### config.mk
export PLATFORM = sky130hd
export DESIGN_NAME = i_type_controller_flat
export DESIGN_NICKNAME = d
export VERILOG_FILES = /design/src/rtl/i_type_controller_pkg.sv /design/src/rtl/i_type_controller_if.sv /design/src/rtl/i_type_controller_decoder.sv /design/src/rtl/i_type_controller.sv /design/src/flat_wrapper.sv
export SDC_FILE = /design/constraint.sdc
export NUM_CORES = 1
export LEC_CHECK = 0
export CORE_ASPECT_RATIO = 0.75
export CORE_MARGIN = 1
export CORE_UTILIZATION = 35
export CTS_CLUSTER_DIAMETER = 60
export DETAILED_ROUTE_END_ITERATION = 6
export PLACE_DENSITY = 0.63
export SETUP_SLACK_MARGIN = 0.05
export SLEW_MARGIN = 20
export SYNTH_ARGS = -nofsm -noshare
export SYNTH_HDL_FRONTEND = slang
export SYNTH_SLANG_ARGS = --single-unit
### constraint.sdc
create_clock -name clk -period 2.1 [get_ports clk]
set_input_delay 0.42 -clock clk [delete_from_list [all_inputs] [get_ports clk]]
set_output_delay 0.42 -clock clk [all_outputs]
set_load 0.02 [all_outputs]
### src/rtl/i_type_controller_pkg.sv
// Shared opcode/ALU-op encodings and the FSM state type for the I-type
// controller slice.
package mips_ctrl_pkg;

  localparam logic [5:0] OP_ADDI = 6'b001000;
  localparam logic [5:0] OP_ANDI = 6'b001100;
  localparam logic [5:0] OP_ORI  = 6'b001101;
  localparam logic [5:0] OP_SLTI = 6'b001010;

  localparam logic [3:0] ALU_AND = 4'b0000;
  localparam logic [3:0] ALU_OR  = 4'b0001;
  localparam logic [3:0] ALU_ADD = 4'b0010;
  localparam logic [3:0] ALU_SLT = 4'b0111;

  typedef enum logic [1:0] {
    IDLE,
    DECODE,
    EXECUTE,
    WRITEBACK
  } ctrl_state_t;

endpackage

### src/rtl/i_type_controller_if.sv
// Instruction handshake plus datapath control bundle between a
// requester (master) and the I-type controller (slave).
interface i_type_controller_if #(
  parameter int unsigned N     = 32,
  parameter int unsigned CNT_W = 16
);
  logic             instr_valid;
  logic [N-1:0]     instr;
  logic             instr_ready;
  logic [N-1:0]     instr_reg;
  logic [3:0]       alu_op;
  logic             reg_write;
  logic             busy;
  logic             done;
  logic             illegal;
  logic [CNT_W-1:0] retired_count;

  modport master (
    output instr_valid, instr,
    input  instr_ready, instr_reg, alu_op, reg_write, busy, done, illegal,
           retired_count
  );

  modport slave (
    input  instr_valid, instr,
    output instr_ready, instr_reg, alu_op, reg_write, busy, done, illegal,
           retired_count
  );
endinterface

### src/rtl/i_type_controller_decoder.sv
// Combinational opcode decoder: maps a 6-bit I-type opcode to the ALU
// operation select and a legal-opcode flag.
module i_type_decoder
  import mips_ctrl_pkg::*;
(
  input  logic [5:0] opcode,
  output logic [3:0] alu_op,
  output logic       legal
);

  always_comb begin
    alu_op = ALU_AND;
    legal  = 1'b1;
    case (opcode)
      OP_ADDI: alu_op = ALU_ADD;
      OP_ANDI: alu_op = ALU_AND;
      OP_ORI:  alu_op = ALU_OR;
      OP_SLTI: alu_op = ALU_SLT;
      default: legal  = 1'b0;
    endcase
  end

endmodule

### src/rtl/i_type_controller.sv
// Multi-cycle I-type sequencer: IDLE -> DECODE -> EXECUTE -> WRITEBACK,
// holding the instruction register and the retired-instruction counter.
module i_type_controller
  import mips_ctrl_pkg::*;
#(
  parameter int unsigned N     = 32,
  parameter int unsigned CNT_W = 16
) (
  input logic                clk,
  input logic                rst,
  i_type_controller_if.slave ctrl
);

  ctrl_state_t      state;
  logic [N-1:0]     instr_q;
  logic [3:0]       alu_op_q;
  logic             illegal_q;
  logic [CNT_W-1:0] count_q;

  logic [5:0] dec_opcode;
  logic [3:0] dec_op;
  logic       dec_legal;

  // In IDLE the decoder looks at the offered word so the illegal pulse can be
  // registered on the accepting edge; afterwards it decodes the held word.
  assign dec_opcode = (state == IDLE) ? ctrl.instr[31:26] : instr_q[31:26];

  i_type_decoder u_decoder (
    .opcode (dec_opcode),
    .alu_op (dec_op),
    .legal  (dec_legal)
  );

  always_ff @(posedge clk or negedge rst) begin
    if (!rst) begin
      state     <= IDLE;
      instr_q   <= '0;
      alu_op_q  <= ALU_AND;
      illegal_q <= 1'b0;
      count_q   <= '0;
    end else begin
      illegal_q <= 1'b0;
      case (state)
        IDLE: begin
          if (ctrl.instr_valid) begin
            instr_q   <= ctrl.instr;
            illegal_q <= ~dec_legal;
            state     <= DECODE;
          end
        end
        DECODE: begin
          if (dec_legal) begin
            alu_op_q <= dec_op;
            state    <= EXECUTE;
          end else begin
            state <= IDLE;
          end
        end
        EXECUTE: state <= WRITEBACK;
        WRITEBACK: begin
          alu_op_q <= ALU_AND;
          count_q  <= count_q + 1'b1;
          state    <= IDLE;
        end
        default: state <= IDLE;
      endcase
    end
  end

  // A write to $0 is suppressed but the instruction still retires.
  assign ctrl.instr_ready   = (state == IDLE);
  assign ctrl.busy          = (state != IDLE);
  assign ctrl.done          = (state == WRITEBACK);
  assign ctrl.reg_write     = (state == WRITEBACK) && (instr_q[20:16] != 5'd0);
  assign ctrl.alu_op        = alu_op_q;
  assign ctrl.illegal       = illegal_q;
  assign ctrl.instr_reg     = instr_q;
  assign ctrl.retired_count = count_q;

endmodule

### src/flat_wrapper.sv
// flat-port wrapper written by rule: the top's interface ports become plain ports
module i_type_controller_flat import mips_ctrl_pkg::*;
#(
  parameter int unsigned N     = 32,
  parameter int unsigned CNT_W = 16
)
  (clk, rst, ctrl_instr_valid, ctrl_instr, ctrl_instr_ready, ctrl_instr_reg, ctrl_alu_op, ctrl_reg_write, ctrl_busy, ctrl_done, ctrl_illegal, ctrl_retired_count);
  i_type_controller_if #(.N(N), .CNT_W(CNT_W)) ctrl_i ();
  input logic clk;
  input logic rst;
  input wire logic [$bits(ctrl_i.instr_valid)-1:0] ctrl_instr_valid;
  input wire logic [$bits(ctrl_i.instr)-1:0] ctrl_instr;
  output wire logic [$bits(ctrl_i.instr_ready)-1:0] ctrl_instr_ready;
  output wire logic [$bits(ctrl_i.instr_reg)-1:0] ctrl_instr_reg;
  output wire logic [$bits(ctrl_i.alu_op)-1:0] ctrl_alu_op;
  output wire logic [$bits(ctrl_i.reg_write)-1:0] ctrl_reg_write;
  output wire logic [$bits(ctrl_i.busy)-1:0] ctrl_busy;
  output wire logic [$bits(ctrl_i.done)-1:0] ctrl_done;
  output wire logic [$bits(ctrl_i.illegal)-1:0] ctrl_illegal;
  output wire logic [$bits(ctrl_i.retired_count)-1:0] ctrl_retired_count;
  assign ctrl_i.instr_valid = ctrl_instr_valid;
  assign ctrl_i.instr = ctrl_instr;
  assign ctrl_instr_ready = ctrl_i.instr_ready;
  assign ctrl_instr_reg = ctrl_i.instr_reg;
  assign ctrl_alu_op = ctrl_i.alu_op;
  assign ctrl_reg_write = ctrl_i.reg_write;
  assign ctrl_busy = ctrl_i.busy;
  assign ctrl_done = ctrl_i.done;
  assign ctrl_illegal = ctrl_i.illegal;
  assign ctrl_retired_count = ctrl_i.retired_count;
  i_type_controller #(.N(N), .CNT_W(CNT_W)) u_core (.clk(clk), .rst(rst), .ctrl(ctrl_i));
endmodule
==> out/results.txt, run 1 <==
Chip height: 74.8 um
Clock-pin slew on the worst setup and hold paths: 90 ps
Synth top area share: 54.7%
Vias/cell: 4.76
Synth area leaders: dfrtp_1 55%, mux2_4 18%, xnor2_1 4.6%
Power density over cell area: 941 mW/mm2
Pre-Repair DR Iteration Count: 4
GPL Wtd Cong: 0.742
Postcts setup bufs: 0
Max reg flops: 32
Final net count: 306
Setup TNS Final: 0 ps
Peak supply drop: 0.443 mV
GRT Residual Overflow: 0
Least-Margin Pin Slew: 592 ps
FF/Latch Area: 0.00135 mm2
Die span in x: 99.0 um
FILL cells: 617
Critical path arrival: 1490 ps
Total power after layout: 3.30 mW
# port buffers: 90
IO Pins: 92
Yosys warning count: 0
TritonCTS clock tree: yes
Slowest-stage cell, CP: dfrtp_1
Layout Skew: 6.92 ps
Crit path max fanout: 5
P&R area growth vs syn: 41.9%
Vias in the first global route: 1,544
Fin. Hold Viols: 0
Via count: 1,686
Initial drt markers: 31
Worst r2r path cells: 5
CP Data Required Time: 1680 ps
Post-synth EDFFs: 0
Initial Util: 36.2%
Post-CTS resize count: 4
Largest net degree at the start of global routing: 32
Antenna viol nets, final: 0
Worst setup path category: reg2out
CTS Hold Bufs: 0
Hold Crit Class: in2async
Post-synth ARST share: 100%
Rows: 26
Max_slew headroom: 60.5%
DRC viols: 0
Syn avg cell area: 14.0 um2
Total Wirelength: 5040 um
Final worst path period share: 90.9%
Cells after synthesis: 176
Avg WL per Cell: 14.2 um
Max Fclk: 524 MHz
Die area: 0.00740 mm2
CTS buffer count: 5
Top_reg_cell synth: dfrtp_1
Initial antenna violation count: 0
Min Clock Period, post-route: 1910 ps
Max-cap violations: 0
Syn nets: 212
Seq cells post-synth: 54
Detail Placement HPWL: 3660 um
Maximum clock insertion buffer count: 2
Fin. max-slew vios: 0
Clock sinks: 54
Critical Path Source Type: flip-flop
Multi-input gate area: 985 um2
Setup-failing EPs final: 0
Yosys top cell by area: dfrtp_1
Layout cells sized above 1: 19.6%
Root Driver: clkbuf_8
Final design utilization: 51.3%
R2r setup slk: 300 ps
Crit. End Element: output port
First-pass GRT wire length: 8010 um
Worst-path cell chain: or2_1, inv_4, dlygate4sd2_1
Sequential-to-total area share from yosys stat: 54.7%
Overall Global Routing Usage: 14.1%
Placed Cells: 347
Number of distinct library cells after synthesis: 37
Critical Path Max Stage Delay: 440 ps
H-tree Lvls: 2
Synth Cell Area: 0.00247 mm2
Ant. Diodes: 0
Worst r2r dst: u_core.ctrl.instr_reg[14]$_DFFE_PN0P_
Non-filler cells, final: 354
Core ar.: 0.00683 mm2
RSZ-0062 raised after global routing: no
Worst-Skew Late Latency: 300 ps
Hold WS: 114 ps
Leak: 1.54 nW
Outcome: finished clean
## power breakdown
group / leakage, nW / internal (mW) / switching (mW) / total, mW
Sequential: 0.660 / 1.25 / 0.166 / 1.42
Clock: 0.0438 / 0.225 / 0.329 / 0.554
Combinational: 0.838 / 0.753 / 0.577 / 1.33
Total: 1.54 / 2.23 / 1.07 / 3.30
## per-layer routing
metal  part of all wire [%]  vias up  global-route usage (%)  routed length, um
met4                   0.81        0                    3.98                 41
met1                     52      822                    21.4               2640
met3                    6.0        5                    3.62                301
met2                     41       60                    19.7               2060
met5                      0        -                       0                  0
li1                       -      799                       -                  -
## cell type report
type	count	share of cell area (%)
multi-input cells	109	28.1
flip-flops and latches	54	38.5
clock buffers	5	1.96
repair buffers	95	27.5
inverters	5	0.606
clock inverters	2	0.285
well taps	84	3.00
## logic make-up (layout without fill, tap and decap cells)
| kind of cell | after synthesis | after routing | share of synthesized area [%] |
|---|---|---|---|
| flops | 54 | 54 | 54.7 |
| simple gates | 48 | 48 | 10.9 |
| mux | 33 | 33 | 19.4 |
| xor+xnor | 15 | 15 | 5.32 |
| buf+inv | 13 | 107 | 5.47 |
| compound gates | 11 | 11 | 3.54 |
| fa+ha+maj | 1 | 1 | 0.506 |
| other cells | 1 | 1 | 0.152 |
## per-stage QoR
step                      setup WS, ps  area [um2]
final                              192        3510
after global routing               138        3510
after CTS                          175        3510
after detailed placement           215        3430
after global placement             248        3430
after floorplan                    488        2470
## critical path: cells and delay by family, from the launching register on
family                 cells  cell delay (ps)
flip-flops                 1              440
buffers and inverters      2              420
AND/OR/NAND/NOR            1              340
## cells in the mapped netlist, types with 2 or more instances
| master | number |
|---|---|
| dfrtp_1 | 54 |
| mux2_4 | 29 |
| xnor2_1 | 13 |
| nor2_1 | 9 |
| nand3_1 | 8 |
| nand4_1 | 7 |
| nand2_1 | 6 |
| a21oi_1 | 4 |
| buf_12 | 4 |
| inv_1 | 4 |
| mux2_2 | 4 |
| nor2b_1 | 4 |
| buf_4 | 3 |
| and3_1 | 2 |
| nand2b_1 | 2 |
| xor2_1 | 2 |
## layout by cell type (no fill, tap or decap), types with 2 or more instances in the layout
cell type,n
clkdlybuf4s50_1,85
dfrtp_1,54
mux2_4,29
xnor2_1,13
nor2_1,9
nand3_1,8
nand4_1,7
nand2_1,6
clkbuf_8,5
inv_1,4
a21oi_1,4
nor2b_1,4
mux2_2,4
dlygate4sd2_1,4
buf_12,3
and3_1,2
xor2_1,2
nand2b_1,2
clkinv_2,2
buf_4,2
## how the worst max path moves through the flow
stage          slack [ps]                                    end  cells after the start             start
2_1_floorplan         490   u_core.ctrl.instr_reg[0]$_DFFE_PN0P_                      7         flip-flop
3_3_place_gp          250                       ctrl_instr_ready                      3         flip-flop
3_5_place_dp          220  u_core.ctrl.instr_reg[14]$_DFFE_PN0P_                      4  ctrl_instr_valid
4_1_cts               180                       ctrl_instr_ready                      3         flip-flop
5_1_grt               140                       ctrl_instr_ready                      3         flip-flop
6_report              190                       ctrl_instr_ready                      3         flip-flop
No activity file was read; power rests on OpenSTA's default activity.
==> run 2, diff against run 1 <==
- CORE_MARGIN: 1 -> 5
==> run 2 against run 1 <==
Core utilization up 0.64 points. Critical path type unchanged. Combinational power about the same. Clock-buffer cell count did not move. Critical path depth stayed put. Setup slack got worse by 9.9 ps. Largest cell class unchanged. Routed wire length increased by 9.5%. Sequential power about the same. Die area is 20% higher. Final area increased by 1.2%. Via count down 2.3%. Worst hold slack worse by 33 ps.
==> out/results.txt, run 2 (synthesis results as in run 1) <==
Outcome: finished clean
Worst setup path category: reg2out
TritonCTS clock tree: yes
GPL Wtd Cong: 0.725 (-2.3%)
H-tree Lvls: 2 (unchanged)
Overall Global Routing Usage: 12.6% (-1.5 points)
Peak supply drop: 0.479 mV (+8.3%)
Fin. Hold Viols: 0 (unchanged)
Hold Crit Class: in2async
Leak: 1.58 nW (+2.6%)
Rows: 26 (unchanged)
Clock sinks: 54 (unchanged)
Multi-input gate area: 985 um2 (unchanged)
Worst-path cell chain: or2_1, inv_4, dlygate4sd2_1
Initial Util: 36.2% (unchanged)
Hold WS: 81.2 ps (-32.6 ps)
Core ar.: 0.00683 mm2 (unchanged)
GRT Residual Overflow: 0 (unchanged)
CP Data Required Time: 1680 ps (about the same)
Largest net degree at the start of global routing: 34 (+6.3%)
Critical Path Source Type: flip-flop
Antenna viol nets, final: 0 (unchanged)
CTS buffer count: 5 (unchanged)
Avg WL per Cell: 15.4 um (+8.3%)
Most common cell after layout, fill and taps aside: clkdlybuf4s50_1
Slowest-stage cell, CP: dfrtp_1
Least-Margin Pin Slew: 533 ps (-59.5 ps)
Die span in x: 107 um (+8.1%)
Chip height: 82.8 um (+11%)
CTS Hold Bufs: 0 (unchanged)
Setup-failing EPs final: 0 (unchanged)
IO Pins: 92 (unchanged)
Die area: 0.00886 mm2 (+20%)
Maximum clock insertion buffer count: 2 (unchanged)
Max reg flops: 32 (unchanged)
Clock-pin slew on the worst setup and hold paths: 100 ps (about the same)
PnR worst setup slack: 182 ps (-9.94 ps)
Commonest cells after routing, fill and taps aside: 85 x clkdlybuf4s50_1, 54 x dfrtp_1, 29 x mux2_4
First-pass GRT wire length: 8640 um (+7.8%)
FF/Latch Area: 0.00135 mm2 (unchanged)
Crit path buffers/inverters: 2 (unchanged)
P&R area growth vs syn: 43.7%
Min Clock Period, post-route: 1920 ps (+9.94 ps)
Layout Skew: 3.31 ps (-3.61 ps)
Layout cells sized above 1: 20.8% (+1.2 points)
Via count: 1,647 (-2.3%)
Setup TNS Final: 0 ps (unchanged)
Max Fclk: 521 MHz (-0.52%)
Max-cap violations: 0 (unchanged)
Vias/cell: 4.60 (-3.4%)
Critical path arrival: 1500 ps (about the same)
Final net count: 309 (+0.98%)
Root Driver: clkbuf_8
Postcts setup bufs: 0 (unchanged)
Ant. Diodes: 0 (unchanged)
DP Worst Slack: 207 ps (-8.39 ps)
Initial antenna violation count: 0 (unchanged)
Fin. max-slew vios: 0 (unchanged)
Top Family by Delay on Critical Path: buffers and inverters
Pre-Repair DR Iteration Count: 3 (-1)
Total Wirelength: 5520 um (+9.5%)
Max_slew headroom: 64.5% (+4.0 points)
FILL cells: 622 (+0.81%)
RSZ-0062 raised after global routing: no
Critical Path Max Stage Delay: 430 ps (about the same)
# port buffers: 90 (unchanged)
Crit path max fanout: 5 (unchanged)
Initial drt markers: 45 (+45%)
Vias in the first global route: 1,696 (+9.8%)
Worst-Skew Late Latency: 300 ps (about the same)
Crit. End Element: output port
DRC viols: 0 (unchanged)
Final worst path period share: 91.3% (+0.47 points)
Detail Placement HPWL: 4170 um (+14%)
Power density over cell area: 971 mW/mm2 (+3.2%)
==> run 2: worst paths after layout <==
| path | cells past startpoint | end | slack (ps) | start |
|---|---|---|---|---|
| worst max-delay path | 3 | ctrl_instr_ready | 180 | flip-flop |
| worst min-delay path | 1 | u_core.ctrl.retired_count[1]$_DFFE_PN0P_ | 80 | rst |
| worst max register to register | 5 | u_core.ctrl.instr_reg[23]$_DFFE_PN0P_ | 320 | flip-flop |
| worst min register to register | 1 | u_core.ctrl.retired_count[15]$_DFFE_PN0P_ | 490 | u_core.ctrl.retired_count[15]$_DFFE_PN0P_ |
| max in group asynchronous | 2 | u_core.ctrl.retired_count[7]$_DFFE_PN0P_ | 1460 | rst |
| min in group clk | 1 | u_core.ctrl.retired_count[15]$_DFFE_PN0P_ | 490 | u_core.ctrl.retired_count[15]$_DFFE_PN0P_ |
==> run 2: per-layer routing <==
layer	track usage [%]	routed length (um)
met1	19.3	2970
met2	16.7	2110
met3	4.18	390
met4	3.45	53
met5	0	0
==> run 2: where the power goes <==
| group | internal [mW] | switching, mW |
|---|---|---|
| Combinational | 0.755 | 0.586 |
| Clock | 0.352 | 0.342 |
| Sequential | 1.25 | 0.165 |
==> run 2: area by class of cell <==
cell class / instances / area share (%)
clock buffers: 5 / 1.94
clock inverters: 3 / 1.13
inverters: 5 / 0.599
multi-input cells: 109 / 27.7
flip-flops and latches: 54 / 38.1
well taps: 84 / 2.96
repair buffers: 98 / 27.6
==> run 2: repair_timing <==
action,4_1_cts,5_1_grt
gates cloned,0,0
setup endpoints to repair,3,1
resized for setup,3,1
==> run 2: worst register-to-register path: cells and delay by family, from the launching register on <==
kind          cells  cell delay [ps]
buf+inv           2              320
flops             1              430
simple gates      2              600
mux               1              320
==> run 2: metrics by stage <==
step	instance area (um2)	power (mW)	utilization, %	cells
2_1_floorplan	2470	2.20	-	176
3_5_place_dp	3440	2.80	50.4	350
6_report	3550	3.45	52.0	358
3_3_place_gp	3440	2.78	50.4	350
4_1_cts	3550	3.50	51.9	358
5_1_grt	3550	3.63	52.0	358
